## config.mk

```make
export PLATFORM = sky130hd
export DESIGN_NAME = mips_int_timer
export DESIGN_NICKNAME = d
export VERILOG_FILES = /design/src/rtl/mips_int_timer.sv
export SDC_FILE = /design/constraint.sdc
export NUM_CORES = 1
export LEC_CHECK = 0
export ABC_AREA = 1
export BUFFER_PORTS_ARGS = -buffer_cell sky130_fd_sc_hd__buf_4
export CORE_ASPECT_RATIO = 1.2
export CORE_MARGIN = 2
export CORE_UTILIZATION = 25
export CTS_BUF_LIST = sky130_fd_sc_hd__clkbuf_8 sky130_fd_sc_hd__clkbuf_16
export DETAILED_ROUTE_END_ITERATION = 16
export SYNTH_ARGS = -nofsm -noshare
export SYNTH_HDL_FRONTEND = slang
export SYNTH_SLANG_ARGS = --single-unit
```

## constraint.sdc

```tcl
create_clock -name clk -period 5 [get_ports clk]
set_clock_uncertainty 0.05 [all_clocks]
set_input_delay 0.5 -clock clk [delete_from_list [all_inputs] [get_ports clk]]
set_output_delay 0.5 -clock clk [all_outputs]
set_load 0.01 [all_outputs]
```

## src/rtl/mips_int_timer.sv

```systemverilog
// Memory-mapped programmable timer: prescaled down-counter with sticky pending flag
// driving the registered int0 request to mips_cpu.
module mips_int_timer #(
  parameter int DATA_W   = 32,
  parameter int CNT_W    = 32,
  parameter int PRESCALE = 4
) (
  input  logic              clk,
  input  logic              rst,
  input  logic              sel,
  input  logic              we,
  input  logic [1:0]        addr,
  input  logic [DATA_W-1:0] wdata,
  output logic [DATA_W-1:0] rdata,
  input  logic              int_ack,
  output logic              int0
);

  localparam int              PS_W    = (PRESCALE > 1) ? $clog2(PRESCALE) : 1;
  localparam logic [PS_W-1:0] PS_LAST = PS_W'(PRESCALE - 1);

  typedef enum logic [1:0] {
    IDLE = 2'd0,
    RUN  = 2'd1,
    DONE = 2'd2
  } state_t;

  state_t            state, state_nxt;
  logic              en, auto_rl, ie, pend;
  logic [CNT_W-1:0]  load, count;
  logic [PS_W-1:0]   presc;

  logic              bus_wr, ctrl_wr, load_wr, stat_clr;
  logic              tick, cnt_zero;
  logic              reload, dec, expire, clr_en;

  assign bus_wr   = sel & we;
  assign ctrl_wr  = bus_wr && (addr == 2'd0);
  assign load_wr  = bus_wr && (addr == 2'd1);
  assign stat_clr = bus_wr && (addr == 2'd3) && wdata[0];
  assign tick     = (state == RUN) && (presc == PS_LAST);
  assign cnt_zero = (count == '0);

  // NOTE: sequential state is updated with non-blocking assignments so every
  // register samples the pre-edge values of the others.
  always_ff @(posedge clk or negedge rst) begin
    if (!rst) state <= IDLE;
    else      state <= state_nxt;
  end

  // NOTE: every signal assigned in a combinational block gets a default first,
  // so no path through the case leaves it unassigned and no latch is inferred.
  always_comb begin
    state_nxt = state;
    case (state)
      IDLE, DONE: if (ctrl_wr && wdata[0]) state_nxt = RUN;
      RUN: begin
        if (ctrl_wr)                        state_nxt = wdata[0] ? RUN : IDLE;
        else if (tick && cnt_zero && !auto_rl) state_nxt = DONE;
      end
      default:                               state_nxt = IDLE;
    endcase
  end

  // A CTRL write always beats a same-cycle expiry, so a stop never leaves PEND set.
  always_comb begin
    reload = 1'b0;
    dec    = 1'b0;
    expire = 1'b0;
    clr_en = 1'b0;
    case (state)
      IDLE, DONE: reload = ctrl_wr && wdata[0];
      RUN: begin
        if (ctrl_wr) begin
          reload = wdata[0];
        end else if (tick) begin
          if (cnt_zero) begin
            expire = 1'b1;
            reload = auto_rl;
            clr_en = !auto_rl;
          end else begin
            dec = 1'b1;
          end
        end
      end
      default: ;
    endcase
  end

  always_ff @(posedge clk or negedge rst) begin
    if (!rst) begin
      en      <= 1'b0;
      auto_rl <= 1'b0;
      ie      <= 1'b0;
      load    <= '0;
      count   <= '0;
      presc   <= '0;
      pend    <= 1'b0;
      int0    <= 1'b0;
    end else begin
      if (ctrl_wr)     {ie, auto_rl, en} <= wdata[2:0];
      else if (clr_en) en <= 1'b0;

      if (load_wr) load <= wdata[CNT_W-1:0];

      if (reload)   count <= load;
      else if (dec) count <= count - CNT_W'(1);

      if (reload)              presc <= '0;
      else if (state == RUN)   presc <= (presc == PS_LAST) ? '0 : presc + PS_W'(1);

      // Set has priority so an expiry coinciding with a clear is not lost.
      if (expire)                   pend <= 1'b1;
      else if (stat_clr || int_ack) pend <= 1'b0;

      int0 <= pend & ie;
    end
  end

  always_comb begin
    rdata = '0;
    case (addr)
      2'd0: rdata[2:0]       = {ie, auto_rl, en};
      2'd1: rdata[CNT_W-1:0] = load;
      2'd2: rdata[CNT_W-1:0] = count;
      2'd3: rdata[0]         = pend;
      default: ;
    endcase
  end

endmodule

```

---- After elaboration in Yosys (flattened, before gate mapping) ----
Cells that the tools add are included.
storage, ports and cells
  register bits after elaboration ......... 73
  input bits .............................. 39
  word-level logic and storage cells ...... 73
cells by class
  add/subtract/negate cells ............... 2
  equal/unequal tests ..................... 8
  multiplexer cells ....................... 33
  bitwise logic cells ..................... 2
  reductions and logical operators ........ 19
operators with widths
  cell                                                                   count
  32-bit 2-to-1 mux                                                      2
  29-bit one-hot mux with 2 select lines                                 1
  32-bit logical NOT                                                     1
  32-bit by 1-bit subtractor with 32-bit output (second input constant)  1
  1-bit 2-to-1 mux                                                       20
  2-bit 2-to-1 mux                                                       6
  2-bit == test (second input constant)                                  4
  1-bit logical AND                                                      8
  2-bit nonzero test                                                     4
  2-bit one-hot mux with 3 select lines                                  1
  2-bit by 1-bit == test with 1-bit output (second input constant)       2
  2-bit logical NOT                                                      2
  1-bit one-hot mux with 4 select lines                                  1
  2-bit one-hot mux with 2 select lines                                  1
  3-bit inequality test (second input constant)                          1
  2-bit by 1-bit adder with 2-bit output (second input constant)         1
  1-bit AND                                                              2
  2-bit inequality test (second input constant)                          1
  1-bit one-hot mux with 2 select lines                                  1
  2-bit AND reduction                                                    1
  2-bit OR reduction                                                     1
  1-bit logical NOT                                                      1
  1-bit logical OR                                                       1

---- Longest topological paths before layout ----
  word-level depth ........................ 7
  mapped depth ............................ 15

---- Worst setup path after synthesis ----
No wires, ideal clock.
  path type ............................... input -> output
  start point ............................. input addr[0]
  end point ............................... output rdata[14]
  arrival time ............................ 1,556 ps
  required time ........................... 4,450 ps
  slack ................................... 2,894 ps
  stages on the path ...................... 6
  path buffers ............................ 2
  cell sequence ........................... inv_1 ha_1 inv_1 clkbuf_1 buf_1 a21oi_1
on the way
  longest elaborated chain between the ends .. 2
  elaborated cells between the ends (all ways) .. 3
ends and longest elaborated chain
  what                                                                       RTL line  RTL
  start: declaration                                                         12        input logic [1:0] addr,
  2-bit == test or 2-bit by 1-bit == test with 1-bit output (tied branches)  122       case (addr)
  29-bit one-hot mux with 2 select lines *                                   122
  end: declaration                                                           14        output logic [DATA_W-1:0] rdata,
Every way passes the cells marked *; elsewhere a longest branch is shown, timed or not.

---- Worst setup path in the final report ----
  start point ............................. input addr[0]
  end point ............................... output rdata[27]
Same word-level chain as after synthesis.

==> implementation parameters <==
Parameter                              Value

Synth
  Count of unique library cells instantiated by Yosys    32
  Area share of xor/xnor cells in the synthesized design    ~4.6%
  Share of synthesized cell area in full adder, half adder and majority cells    about 2.3%
  Synthesized instance count    697
  Compound-Gate Fraction of Synth Area    6.84%
  Post-Syn Area    4800 um^2
  Post-synthesis register bit count    73
  Mean cell area of the mapped netlist    around 7 um^2
  Synth Net Count    approximately 750
  Main combinational cell family by area after synthesis    simple AND/OR/NAND/NOR gates
  Post-synthesis simple-gate area fraction    36.3%
  Portion of netlist area occupied by mux cells    ~3.1%
  Sequential fraction of the synthesis area    a little under two fifths
  Yosys warns    0

Clock network
  Clock slew at reported path FFs    ~0.060 ns
  Inserted Clock Buffers    9
  CTS tree    built
  Postcts setup bufs    0
  Clk root buf    sky130_fd_sc_hd__clkbuf_16
  Number of buffers between clock root and the deepest sink    2
  Post-cts gate resize count    0
  Clock latency on the worst-skew pair    ~0.34 ns
  Number of buffers added to fix hold violations after cts    0
  H-tree depth    3
  Number of clock sinks    73

Power and ir drop
  Leakage    around 3.0 nW
  Areal power density over the cells    ~440 nW/um^2
  Worst supply voltage drop on vdd    around 0.16 mV
  Total power    between 2 and 3 mW

STA
  Setup repair after global routing missed its margin    false
  Final Critical Period    approximately 2.7 ns
  Hold Fails Final Rpt    0
  TNS Setup    0 ns
  Number of setup violations in the final report    0
  Crit path setup slack, layout    ~2.3 ns
  Relative slew slack    19.0%
  Final number of max-transition violations    0
  Part of the cycle the worst path needs    a little over half
  Worst Tran Pin Value    1.21 ns
  Worst hold slack    between 0.2 and 0.3 ns
  Maximum operating frequency    ~0.37 GHz

Floorplanning
  Vertical die dimension    156 um
  X dimension of the die    130 um
  Starting Density    25.4%
  Cell row count    55
  Placeable core area    18900 um^2
  Die area    between 20000 and 25000 um^2
  # IOs    72

Critical path
  Worst EP arrival    about 2.1 ns
  Data required time at the worst endpoint    between 4 and 5 ns
  Worst Setup Start Kind    input port
  Path type of the worst setup path    in -> out
  Critical Path End Type    output pin
  Top fanout value on the critical path    29

Drt
  First drt pass iteration count    5
  Overall via count from detail_route    4445
  Number of DRC markers in iteration 0    170
  Detail-routed net length per standard cell    ~13 um
  Number of nets with antenna violations after routing    0
  Routed vias/inst    approximately 4.4
  Post-detailed-route DRC marker count    0
  Final wirelength    roughly 13 mm

Run status
  Result of the run    complete, no violations

Placement
  Cell count after placement    approximately 990
  HPWL after detailed placement    9.28 mm
  Post-place instance area    about 5500 um^2
  GP Congestion    0.869
  Count of port buffers added during placement    71
  Setup WS pre-CTS    between 2 and 2.5 ns

Global route
  Residual overflow from global routing    0
  Wire length of the first global-routing pass    between 20 and 25 mm
  Global router's overall resource usage    a little over an eighth
  Maximum number of pins on one net before global-route repair    74
  Antenna violations before repair    0
  Vias in the first global route    4453

Flow run
  Maxcap violations    0

Final layout
  Final Util    a little under a third
  Nets@finish    between 700 and 800
  Layout Cells excl Fill    1010
  Fraction of final layout cells sized beyond drive strength 1    around 16%
  Antenna fix cells    0
  Fill cell instance count of the final layout    2105
  Area grow syn2layout    20.8%
  Final instance area    approximately 5800 um^2

Worst hold path
  Worst min-delay path category    in -> async
==> flip-flops by register name (all words and copies together), names as in the netlist <==
signal and flops:
en 1, load 32, auto_rl 1, ie 1, pend 1, state 2
count 32, int0 1, presc 2
==> critical path: stages <==
cell	delay (ns)
sky130_fd_sc_hd__buf_4	0.12
sky130_fd_sc_hd__inv_1	0.10
sky130_fd_sc_hd__ha_1	0.23
sky130_fd_sc_hd__inv_1	0.78
sky130_fd_sc_hd__a21oi_1	0.17
sky130_fd_sc_hd__buf_4	0.22
==> power by group <==
group,internal [mW],switching (mW)
Sequential,0.759,0.213
Combinational,0.389,0.585
Clock,0.360,0.248
Total,1.51,1.05
==> cells by family (layout without fill, tap and decap cells) <==
family          Yosys count  in the layout
buf+inv                 101            158
xor+xnor                 25             25
mux                      13             13
simple gates            413            413
flops                    73             73
compound gates           63             63
fa+ha+maj                 9              9
==> path summary, 6_finish.rpt <==
path	to	slack [ns]	cells past startpoint	startpoint
worst max register to register	count[25]	2.42	13	count[0]
worst min register to register	int0	0.45	2	ie
max in group asynchronous	count[4]	4.04	1	rst
worst min-delay path	load[13]	0.26	1	rst
min in group clk	pend	0.32	2	int_ack
worst max-delay path	rdata[27]	2.32	6	addr[0]
==> cell usage after synthesis (all sizes together) <==
| cell | instances | share of area, % |
|---|---|---|
| mux2 | 13 | 3.1 |
| xnor2 | 15 | 2.7 |
| nand3 | 80 | 8.5 |
| clkbuf | 14 | 1.1 |
| nand3b | 5 | 0.78 |
| or2 | 1 | 0.13 |
| o22ai | 1 | 0.13 |
| dfrtp | 73 | 38 |
| a21oi | 49 | 5.2 |
| buf | 19 | 2.3 |
| ha | 9 | 2.3 |
| a22o | 1 | 0.18 |
| nor2 | 83 | 7.1 |
| a31o | 1 | 0.18 |
| and2 | 2 | 0.26 |
| xor2 | 10 | 1.8 |
| inv | 68 | 5.3 |
| nand4 | 2 | 0.26 |
| nor3 | 1 | 0.10 |
| o21ai | 11 | 1.1 |
| nand2 | 239 | 19 |
==> layer usage <==
layer | vias up | track usage, % | share of wire (%)
li1 | 2291 | - | -
met1 | 2060 | 15.5 | 42
met3 | 21 | 2.13 | 2.4
met5 | - | 0 | 0
met2 | 73 | 24.6 | 54
met4 | 0 | 5.27 | 2.3
==> cell type report <==
cell class	count	area (um^2)	share of cell area [%]
tap	256	320	5.53
multi-input combinational	523	2550	44.0
sequential	73	1830	31.5
clock buffer	11	253	4.36
clock inverter	5	30.0	0.518
inverter	68	255	4.41
timing repair buffer	74	556	9.59
==> cells in the final DEF (no fill, tap or decap), drive strengths merged <==
master and count:
nand2 239, nor2 83, nand3 80, buf 74, dfrtp 73, inv 68
a21oi 49, xnor2 15, mux2 13, o21ai 11, clkbuf 11, xor2 10
ha 9, nand3b 5, clkinv 3, and2 2, nand4 2, clkinvlp 2
a22o 1, nor3 1, o22ai 1, a31o 1, or2 1
No activity file was read; power rests on OpenSTA's default activity.
